**config.mk**
```make
export PLATFORM = sky130hd
export DESIGN_NAME = tabla_sweep_ctrl
export DESIGN_NICKNAME = d
export VERILOG_FILES = /design/src/rtl/tabla_pkg.sv /design/src/rtl/tabla_settle_cnt.sv /design/src/rtl/tabla_sweep_ctrl.sv
export SDC_FILE = /design/constraint.sdc
export NUM_CORES = 1
export LEC_CHECK = 0
export CAP_MARGIN = 20
export CORE_UTILIZATION = 55
export CTS_CLUSTER_SIZE = 24
export DETAILED_ROUTE_END_ITERATION = 8
export GPL_TIMING_DRIVEN = 1
export PLACE_DENSITY = 0.84
export SLEW_MARGIN = 20
export SYNTH_ARGS = -nofsm -noshare
export SYNTH_HDL_FRONTEND = slang
export SYNTH_SLANG_ARGS = --single-unit
```
**constraint.sdc**
```tcl
create_clock -name clk -period 2.46 [get_ports clk]
set_input_delay 0.492 -clock clk [delete_from_list [all_inputs] [get_ports clk]]
set_output_delay 0.492 -clock clk [all_outputs]
set_load 0.05 [all_outputs]
```
**src/rtl/tabla_pkg.sv**
```systemverilog
// Shared types and constants for the truth-table sweep controller.
// The optional self-check feature is enabled by defining TABLA_CHECK_EN.
package tabla_pkg;

    typedef enum logic [1:0] {
        IDLE   = 2'd0,
        DRIVE  = 2'd1,
        SAMPLE = 2'd2,
        FIN    = 2'd3
    } state_e;

    localparam int unsigned ROWS3    = 8;
    localparam int unsigned ROWS4    = 16;
    localparam int unsigned SETTLE_W = 3;

    typedef logic [3:0] row_t;

    function automatic row_t last_row(input logic nin4);
        return nin4 ? row_t'(ROWS4 - 1) : row_t'(ROWS3 - 1);
    endfunction

    // 3-input tables sit on A,B,C with D held low.
    function automatic logic [3:0] row_to_abcd(input row_t row, input logic nin4);
        return nin4 ? row : {row[2:0], 1'b0};
    endfunction

endpackage

```
**src/rtl/tabla_settle_cnt.sv**
```systemverilog
// Down-counter that times the settle wait of each driven row.
// Loaded with (wait - 1); expire is high on the last wait cycle.
module tabla_settle_cnt
    import tabla_pkg::*;
(
    input  logic                clk,
    input  logic                rst_n,
    input  logic                load_i,
    input  logic [SETTLE_W-1:0] load_val_i,
    input  logic                count_i,
    output logic                expire_o
);

    logic [SETTLE_W-1:0] cnt_q;
    logic [SETTLE_W-1:0] cnt_d;

    always_comb begin
        cnt_d = cnt_q;
        if (load_i) begin
            cnt_d = load_val_i;
        end else if (count_i && (cnt_q != '0)) begin
            cnt_d = cnt_q - SETTLE_W'(1);
        end
    end

    always_ff @(posedge clk or negedge rst_n) begin
        if (!rst_n) begin
            cnt_q <= '0;
        end else begin
            cnt_q <= cnt_d;
        end
    end

    assign expire_o = (cnt_q == '0);

endmodule

```
**src/rtl/tabla_sweep_ctrl.sv**
```systemverilog
// Sweeps a 3- or 4-input combinational table through all rows and captures Y.
// Defining TABLA_CHECK_EN adds the expected/match self-check ports.
module tabla_sweep_ctrl
    import tabla_pkg::*;
#(
    parameter int unsigned SETTLE = 1
) (
    input  logic        clk,
    input  logic        rst_n,
    input  logic        start,
    input  logic        abort,
    input  logic        nin4,
    output logic [3:0]  abcd_o,
    input  logic        y_i,
    output logic        busy,
    output logic        done,
    output logic [15:0] result
`ifdef TABLA_CHECK_EN
    ,
    input  logic [15:0] expected,
    output logic        match
`endif
);

    // Counter holds SETTLE-1 so DRIVE lasts exactly SETTLE cycles.
    localparam logic [SETTLE_W-1:0] LOAD_VAL =
        (SETTLE == 0) ? SETTLE_W'(0) : SETTLE_W'(SETTLE - 1);
    localparam bit SKIP_DRIVE = (SETTLE == 0);

    state_e      state_q, state_d;
    row_t        row_q, row_d;
    logic        nin4_q, nin4_d;
    logic [15:0] result_q, result_d;

    logic        accept;
    logic        abort_hit;
    logic        sample_en;
    logic        is_last;
    logic        cnt_load;
    logic        cnt_count;
    logic        cnt_expire;

    tabla_settle_cnt u_settle (
        .clk        (clk),
        .rst_n      (rst_n),
        .load_i     (cnt_load),
        .load_val_i (LOAD_VAL),
        .count_i    (cnt_count),
        .expire_o   (cnt_expire)
    );

    assign is_last = (row_q == last_row(nin4_q));

    // State register
    always_ff @(posedge clk or negedge rst_n) begin
        if (!rst_n) begin
            state_q <= IDLE;
        end else begin
            state_q <= state_d;
        end
    end

    // Next-state logic; abort beats start in IDLE and is ignored in FIN.
    always_comb begin
        state_d = state_q;
        case (state_q)
            IDLE: begin
                if (start && !abort) begin
                    state_d = SKIP_DRIVE ? SAMPLE : DRIVE;
                end
            end
            DRIVE: begin
                if (abort) begin
                    state_d = IDLE;
                end else if (cnt_expire) begin
                    state_d = SAMPLE;
                end
            end
            SAMPLE: begin
                if (abort) begin
                    state_d = IDLE;
                end else if (is_last) begin
                    state_d = FIN;
                end else begin
                    state_d = SKIP_DRIVE ? SAMPLE : DRIVE;
                end
            end
            FIN: begin
                state_d = IDLE;
            end
            default: begin
                state_d = IDLE;
            end
        endcase
    end

    // Output / control decode
    always_comb begin
        busy      = (state_q == DRIVE) || (state_q == SAMPLE);
        done      = (state_q == FIN);
        abcd_o    = busy ? row_to_abcd(row_q, nin4_q) : 4'h0;
        accept    = (state_q == IDLE) && start && !abort;
        abort_hit = busy && abort;
        sample_en = (state_q == SAMPLE) && !abort;
        cnt_load  = (state_d == DRIVE) && (state_q != DRIVE);
        cnt_count = (state_q == DRIVE);
    end

    // Datapath next-state
    always_comb begin
        row_d    = row_q;
        nin4_d   = nin4_q;
        result_d = result_q;
        if (accept) begin
            row_d    = '0;
            nin4_d   = nin4;
            result_d = '0;
        end else if (abort_hit) begin
            row_d    = '0;
            result_d = '0;
        end else if (sample_en) begin
            result_d[row_q] = y_i;
            row_d           = row_q + row_t'(1);
        end
    end

    always_ff @(posedge clk or negedge rst_n) begin
        if (!rst_n) begin
            row_q    <= '0;
            nin4_q   <= 1'b0;
            result_q <= '0;
        end else begin
            row_q    <= row_d;
            nin4_q   <= nin4_d;
            result_q <= result_d;
        end
    end

    assign result = result_q;

`ifdef TABLA_CHECK_EN
    logic [15:0] expected_q, expected_d;
    logic        match_q, match_d;

    // match is settled on the final sample so it is valid while done is high.
    always_comb begin
        expected_d = expected_q;
        match_d    = match_q;
        if (accept) begin
            expected_d = expected;
            match_d    = 1'b0;
        end else if (abort_hit) begin
            match_d = 1'b0;
        end else if (sample_en && is_last) begin
            match_d = (result_d == expected_q);
        end
    end

    always_ff @(posedge clk or negedge rst_n) begin
        if (!rst_n) begin
            expected_q <= '0;
            match_q    <= 1'b0;
        end else begin
            expected_q <= expected_d;
            match_q    <= match_d;
        end
    end

    assign match = match_q;
`endif

endmodule

```
# Word-level counts from Yosys, hierarchy flattened
# Index checks and enable logic that the tools add are counted.
# totals
output_inout_bits	22
ramBits	0
ff_bits	26
memories	0
elab_cells	50
romBits	0
inputBits	6
latchBits	0
# classes
muxes	20
add_sub_neg	2
multipliers	0
bitwise_logic	0
n_lt_le_gt_ge	2
eq_ne	6
reduce_logical	15
shift	0
n_div	0
# ops
operator	n
16-bit 2-to-1 mux	3
4-bit 2-to-1 mux	6
16-bit bitwise mux	1
2-bit 2-to-1 mux	5
1-bit logical AND	8
2-bit case mux with 4 select lines	1
3-bit 2-to-1 mux	2
3-bit nonzero test	2
4-bit by 5-bit less-than comparator with 1-bit output (second input constant)	1
4-bit by 1-bit adder with 4-bit output (second input constant)	1
1-bit demux with 4-bit select	1
2-bit by 1-bit == test with 1-bit output (second input constant)	2
2-bit == test (second input constant)	2
4-bit == test	1
4-bit by 1-bit >= comparator with 1-bit output (second input constant)	1
3-bit logical NOT	1
3-bit by 1-bit subtractor with 3-bit output (second input constant)	1
2-bit logical NOT	1
2-bit by 1-bit inequality test with 1-bit output (second input constant)	1
2-bit nonzero test	1
1-bit logical NOT	1
1-bit logical OR	1
1-bit 2-to-1 mux	1

# Logic depth before layout (Yosys ltp)
# Gate-level depths: netlist of the first run.
# depth
ltp_word	8
mapped_depth	7
ltp_nobuf	6

# Modules after synthesis
# A second synthesis of the first run with hierarchy kept.
# unflattened
cells_unflattened	165
hier_area_um2	1526.5
# modules_own_cells
mod	instances	area_each_um2	seq_area_each_um2	cells_per_inst
tabla_sweep_ctrl	1	1318.8	575.6	146
tabla_settle_cnt	1	207.7	75.1	19

# Worst setup path before layout of the first run
# Ideal clock, no wire load.
# synth_path
path_kind	register to output
start	reg state_q[0]
end	out abcd_o[1]
path_slack_ns	0.138
arrival_time_ns	1.830
path_buffers	0
required_ns	1.968
path_stages_with_launch	4
path_cell_list	dfrtp_1 inv_1 ha_1 nor2b_1
# synth_between
elab_chain_len	3
word_cells_on_any_way	4
cone_classes	2 x eq/ne; 1 x mux; 1 x reduce/logical
# synth_lines
element	line_no	source
start: declaration	tabla_sweep_ctrl.sv:30	state_e state_q, state_d;
start signal: assignment	tabla_sweep_ctrl.sv:59	state_q <= state_d;
2-bit by 1-bit == test with 1-bit output or 2-bit == test (tied branches)	tabla_sweep_ctrl.sv:99	busy = (state_q == DRIVE) || (state_q == SAMPLE);
1-bit logical OR (*)	tabla_sweep_ctrl.sv:99	
via busy	tabla_sweep_ctrl.sv:15	output logic busy,
4-bit 2-to-1 mux (*)	tabla_sweep_ctrl.sv:101	abcd_o = busy ? row_to_abcd(row_q, nin4_q) : 4'h0;
end: declaration	tabla_sweep_ctrl.sv:13	output logic [3:0] abcd_o,
# The timed path passes the listed nets; every way through them passes the cells marked *.

# Worst setup path in the final report of the first run
# layout_path
start	reg state_q[1]
end	out done
# layout_between
elab_chain_len	1
# layout_lines
element	line_no	source
2-bit == test	tabla_sweep_ctrl.sv:100	done = (state_q == FIN);
end: declaration	tabla_sweep_ctrl.sv:16	output logic done,
# No other way between the ends.

==> impl_metrics.yaml, run 1 <==
synthesis:
  synth-seq-cells: 26
  yosys-top-cells-area: "dfrtp_1 (44%), ha_1 (8.5%), a21oi_1 (6.1%)"
  syn-cell-area_mm2: 0.00147
  synth_top_area_share: 0.443
  netlist_instances: 165
  synth_area_leader_cell: "dfrtp_1"
  synth.distinct_cells: 27
  avgSynthCellArea_um2: 8.91
  yosysWarnings: 0
  synth_seq_area_share: 0.443
  syn-num-nets: 181
timing:
  rsz0062_at_grt: "no"
  tightest_slew_ns: 0.525
  slew_headroom: 0.649
  setup_viol: 0
  hold_violations: 0
  fmax_ghz: 0.445
  post-route-min-period_ns: 2.25
  fin_skew_ns: 0.00559
  fin_setup_tns_ns: 0
  final_max_slew_viol_count: 0
  post-route-period-util: 0.913
worst_setup_path:
  critPathCaptureType: "primary output"
  slowest_delay_ns: 0.80
  reg2reg_from: "state_q[0]"
  crit_start: "state_q[1]"
  path_cells: "ha_1 > clkdlybuf4s50_1"
  worstSetupPathType: "flip-flop to primary output"
  critPathArrivalTime_ns: 1.76
  r2r_cells: 6
  crit_required_ns: 1.97
  slowest_stage: "clkdlybuf4s50_1"
  startpoint_type: "flip-flop"
  cp_max_fo: 5
detailed_routing:
  via_count: 1211
  wl_per_cell_um: 13.8
  dr.first_iter.drc_count: 25
  drt-vias-per-instance: 5.50
  drt-pass1-iter-count: 4
  postRouteAntennaNets: 0
  wl_um: 3030
  drc: 0
final_layout:
  fin_util: 0.717
  diodes: 0
  drive_above_1_share: 0.0789
  nets: 207
  final_cell_mix: "dfrtp_1 (26), nor2_1 (22), clkdlybuf4s50_1 (22)"
  area_delta_synth_final_pct: 21.9
  layoutNonFillerInstCount: 220
  regArea_um2: 651
  final_common_cell: "dfrtp_1"
  fillers: 189
  design_area_mm2: 0.00179
  multi_input_area_um2: 748
power_and_ir_drop:
  pwr-share-seq: 0.362
  swShare: 0.414
  cellInternalPower_w: 0.000871
  power.density_mw_per_mm2: 829
  combPwrFrac: 0.435
  pwr-share-clk: 0.204
  power_switching_w: 0.000615
  leakage_nw: 0.796
  ir_drop_v: 0.00105
floorplan:
  fp.dieH_um: 53.7
  fp.coreArea_mm2: 0.00250
  die_area_mm2: 0.00288
  fp-row-count: 18
  ioPinCount: 28
  initial_core_util: 0.588
  die_x_um: 53.7
clock_tree:
  cts_made_buffers: 3
  htree_levels: 1
  holdBufCountCts: 0
  cts-root-buf: "clkbuf_4"
  cts.sinks: 26
  cts_tree: "done"
  clk_latency_ns: 0.33
  path_clk_slew_ns: 0.15
  clk_path_buf_depth: 2
  cts-resized-gates: 0
  postCtsSetupBuffers: 0
grt:
  grt_pass1_wl_um: 4880
  grt_pass1_vias: 1083
  grt_start_max_net_pins: 27
  track_usage: 0.234
  antenna_found_initial: 0
  grt-ovfl-total: 0
flow_run:
  max-cap-violations: 0
placed_design:
  dpl.hpwl_um: 2250
  placed_cells: 216
  placed_area_mm2: 0.00174
  io_buffers: 27
  place.gp.congestion: 0.804
outcome:
  outcome: "finished, final reports clean"
min_path:
  hp-class: "input pin to asynchronous set/reset pin"
stage by stage:
stage | power [W] | setup WS (ns) | hold WS, ns
after floorplan | 0.00103 | 0.138 | 0.196
after global placement | 0.00116 | 0.427 | 0.517
after detailed placement | 0.00119 | 0.359 | 0.526
after CTS | 0.00149 | 0.204 | 0.512
after global routing | 0.00156 | 0.165 | 0.545
final | 0.00149 | 0.213 | 0.499
cell usage after synthesis:
cell / n
mux2i_1: 7
and2b_1: 1
o21ba_2: 1
a21o_1: 1
buf_2: 3
inv_1: 8
nor3_1: 1
nand2b_1: 4
xor2_1: 2
dfrtp_1: 26
mux2_2: 2
nor2b_1: 5
nand4_1: 2
and3_1: 1
ha_1: 10
nand3_1: 4
nand3b_1: 4
xnor2_1: 3
o22ai_1: 1
buf_6: 1
a21oi_1: 18
clkbuf_1: 4
nand2_1: 18
o21ai_0: 14
or2_2: 1
nor2_1: 22
a22o_1: 1
flip-flops by register name, summed over array words and instances (netlist names):
register and flops:
row_q 4, result 16, state_q 2, u_settle.cnt_q 3
nin4_q 1
logic make-up after synthesis:
logic type / after synthesis / synth area share
XOR/XNOR: 5 / 0.0298
flip-flops: 26 / 0.443
AND/OR/NAND/NOR: 63 / 0.200
adder cells (fa/ha/maj): 10 / 0.0851
AO/OA/AOI/OAI: 36 / 0.131
multiplexers: 9 / 0.0630
buffers and inverters: 16 / 0.0485
path summary, 6_finish.rpt:
path                                           to  slack (ns)
max in group asynchronous              state_q[0]        1.72
worst min register to register          result[7]        0.55
min in group clk                        result[7]        0.55
worst min-delay path                    result[0]        0.50
worst max-delay path                         done        0.21
worst max register to register  u_settle.cnt_q[1]        0.68
layer usage:
| layer | track usage | vias up | part of all wire |
|---|---|---|---|
| li1 | - | 597 | - |
| met1 | 0.298 | 581 | 0.45 |
| met2 | 0.399 | 29 | 0.50 |
| met3 | 0.0282 | 4 | 0.032 |
| met4 | 0.0921 | 0 | 0.013 |
| met5 | 0 | - | 0 |
power groups by stage:
stage | logic, W | clock network [W] | registers (W)
global route | 0.000699 | 0.000314 | 0.000543
CTS | 0.000651 | 0.000302 | 0.000536
finish | 0.000646 | 0.000302 | 0.000537
floorplan | 0.000475 | 0 | 0.000552
detailed placement | 0.000646 | 0 | 0.000544
global placement | 0.000621 | 0 | 0.000537
critical path: cells and delay by family (launching register included):
family,cells,cell delay [ns]
flip-flops,1,0.46
buffers and inverters,1,0.80
adder cells (fa/ha/maj),1,0.17
cell type report:
class	count	share of cell area
Multi-Input combinational cell	123	0.418
Sequential cell	26	0.363
Timing Repair Buffer	29	0.152
Tap cell	30	0.0209
Clock inverter	1	0.0168
Inverter	8	0.0168
Clock buffer	3	0.0126
Power figures use the tool's default switching activity.
==> run 2: changes to the inputs <==
--- a/config.mk
+++ b/config.mk
@@ -8,3 +8,3 @@
 export CAP_MARGIN = 20
-export CORE_UTILIZATION = 55
+export CORE_UTILIZATION = 51
 export CTS_CLUSTER_SIZE = 24
@@ -12,3 +12,3 @@
 export GPL_TIMING_DRIVEN = 1
-export PLACE_DENSITY = 0.84
+export PLACE_DENSITY = 0.79
 export SLEW_MARGIN = 20
==> constraint.sdc (replaced) <==
create_clock -name clk -period 2.45 [get_ports clk]
set_input_delay 0.245 -clock clk [delete_from_list [all_inputs] [get_ports clk]]
set_output_delay 0.245 -clock clk [all_outputs]
set_load 0.05 [all_outputs]
==> impl_metrics.yaml, run 2 (synthesized netlist as in run 1, its figures left out) <==
outcome:
  outcome: "finished, final reports clean"
timing:
  fin_skew_ns: 0.0154
  post-route-min-period_ns: 2.29
  tightest_slew_ns: 0.521
  slew_headroom: 0.652
  rsz0062_at_grt: "no"
  hold_violations: 0
  setup_viol: 0
  fmax_ghz: 0.436
  post-route-period-util: 0.935
  fin_setup_tns_ns: 0
  final_max_slew_viol_count: 0
grt:
  track_usage: 0.217
  grt_start_max_net_pins: 27
  grt_pass1_wl_um: 5290
  grt_pass1_vias: 1163
  grt-ovfl-total: 0
  antenna_found_initial: 0
detailed_routing:
  drc: 0
  dr.first_iter.drc_count: 29
  postRouteAntennaNets: 0
  met1_length_um: 1410
  drt-pass1-iter-count: 4
  via_count: 1225
  wl_met2_um: 1450
  wl_met3_um: 120
  wl_um: 3010
  wl_per_cell_um: 13.6
  top_layer_used: "met4"
  drt-vias-per-instance: 5.54
clock_tree:
  cts_tree: "done"
  cts-root-buf: "clkbuf_4"
  clk_latency_ns: 0.32
  clk_path_buf_depth: 2
  path_clk_slew_ns: 0.15
  postCtsSetupBuffers: 0
  cts-resized-gates: 0
  htree_levels: 1
  holdBufCountCts: 0
  cts.sinks: 26
  cts_made_buffers: 3
floorplan:
  die_area_mm2: 0.00310
  ioPinCount: 28
  fp-row-count: 19
  fp.coreArea_mm2: 0.00273
  fp.dieH_um: 55.7
  die_x_um: 55.7
  initial_core_util: 0.538
placed_design:
  dpl.hpwl_um: 2170
  io_buffers: 27
  place.gp.congestion: 0.751
  placed_area_mm2: 0.00175
flow_run:
  max-cap-violations: 0
worst_setup_path:
  path_cells: "inv_1 > ha_1 > clkdlybuf4s50_1"
  slowest_delay_ns: 0.82
  slowest_stage: "clkdlybuf4s50_1"
  startpoint_type: "flip-flop"
  critPathCaptureType: "primary output"
  crit_required_ns: 2.20
  worstSetupPathType: "flip-flop to primary output"
  r2r_end: "result[10]"
  crit_start: "state_q[0]"
  r2r_cells: 7
  ff2ff_setup_slack_ns: 0.54
  cp_max_fo: 6
  critPathArrivalTime_ns: 2.05
  reg2reg_from: "state_q[0]"
final_layout:
  nets: 207
  drive_above_1_share: 0.0526
  design_area_mm2: 0.00182
  diodes: 0
  final_common_cell: "dfrtp_1"
  largest_reg_flops: 16
  final_cell_mix: "dfrtp_1 (26), clkdlybuf4s50_1 (23), nor2_1 (22)"
  area_delta_synth_final_pct: 23.5
power_and_ir_drop:
  power.density_mw_per_mm2: 821
  leakage_nw: 0.860
  ir_drop_v: 0.000695
min_path:
  hp-class: "input pin to asynchronous set/reset pin"
run 2: cell types whose count changed in the layout (fill, tap and decap cells not counted):
cell,before,now
clkdlybuf4s50_1,22,23
buf_4,7,2
dlymetal6s2s_1,0,4
run 2: area by class of cell:
| type | instances | area (µm²) |
|---|---|---|
| Clock buffer | 3 | 22.5 |
| Fill cell | 237 | 918 |
| Multi-Input combinational cell | 123 | 748 |
| Timing Repair Buffer | 29 | 295 |
| Inverter | 8 | 30.0 |
| Tap cell | 31 | 38.8 |
| Clock inverter | 1 | 30.0 |
| Sequential cell | 26 | 651 |
run 2: routing by layer:
layer	up-vias	global-route usage
met5	-	0
met3	2	0.0349
li1	603	-
met4	0	0.0750
met1	593	0.294
met2	27	0.353
run 2: worst max path at each step:
stage / end / cells past startpoint / slack (ns)
CTS: abcd_o[2] / 4 / 0.008
detailed placement: abcd_o[2] / 4 / 0.40
finish: busy / 3 / 0.16
global route: busy / 3 / 0.07
floorplan: abcd_o[1] / 3 / 0.37
global placement: abcd_o[0] / 4 / 0.47
run 2: per-stage QoR:
| stage | cells | utilization | setup slack (ns) | total power (W) | hold WS (ns) |
|---|---|---|---|---|---|
| 2_1_floorplan | 165 | - | 0.375 | 0.00103 | -0.0506 |
| 3_3_place_gp | 217 | 0.641 | 0.465 | 0.00117 | 0.517 |
| 3_5_place_dp | 217 | 0.641 | 0.397 | 0.00120 | 0.521 |
| 4_1_cts | 221 | 0.660 | 0.00847 | 0.00150 | 0.270 |
| 5_1_grt | 221 | 0.664 | 0.0663 | 0.00157 | 0.299 |
| 6_report | 221 | 0.664 | 0.158 | 0.00149 | 0.263 |
run 2: worst max-delay path: cells and delay by family, from the launching register on:
family                     cells  cell delay [ns]
adders and majority gates      1             0.36
buffers and inverters          2             0.92
DFF                            1             0.44
run 2: power by group:
part | internal [W] | switching (W) | leakage, nW
clock network | 0.000165 | 0.000128 | 0.0279
registers | 0.000474 | 0.0000670 | 0.357
logic | 0.000242 | 0.000416 | 0.475
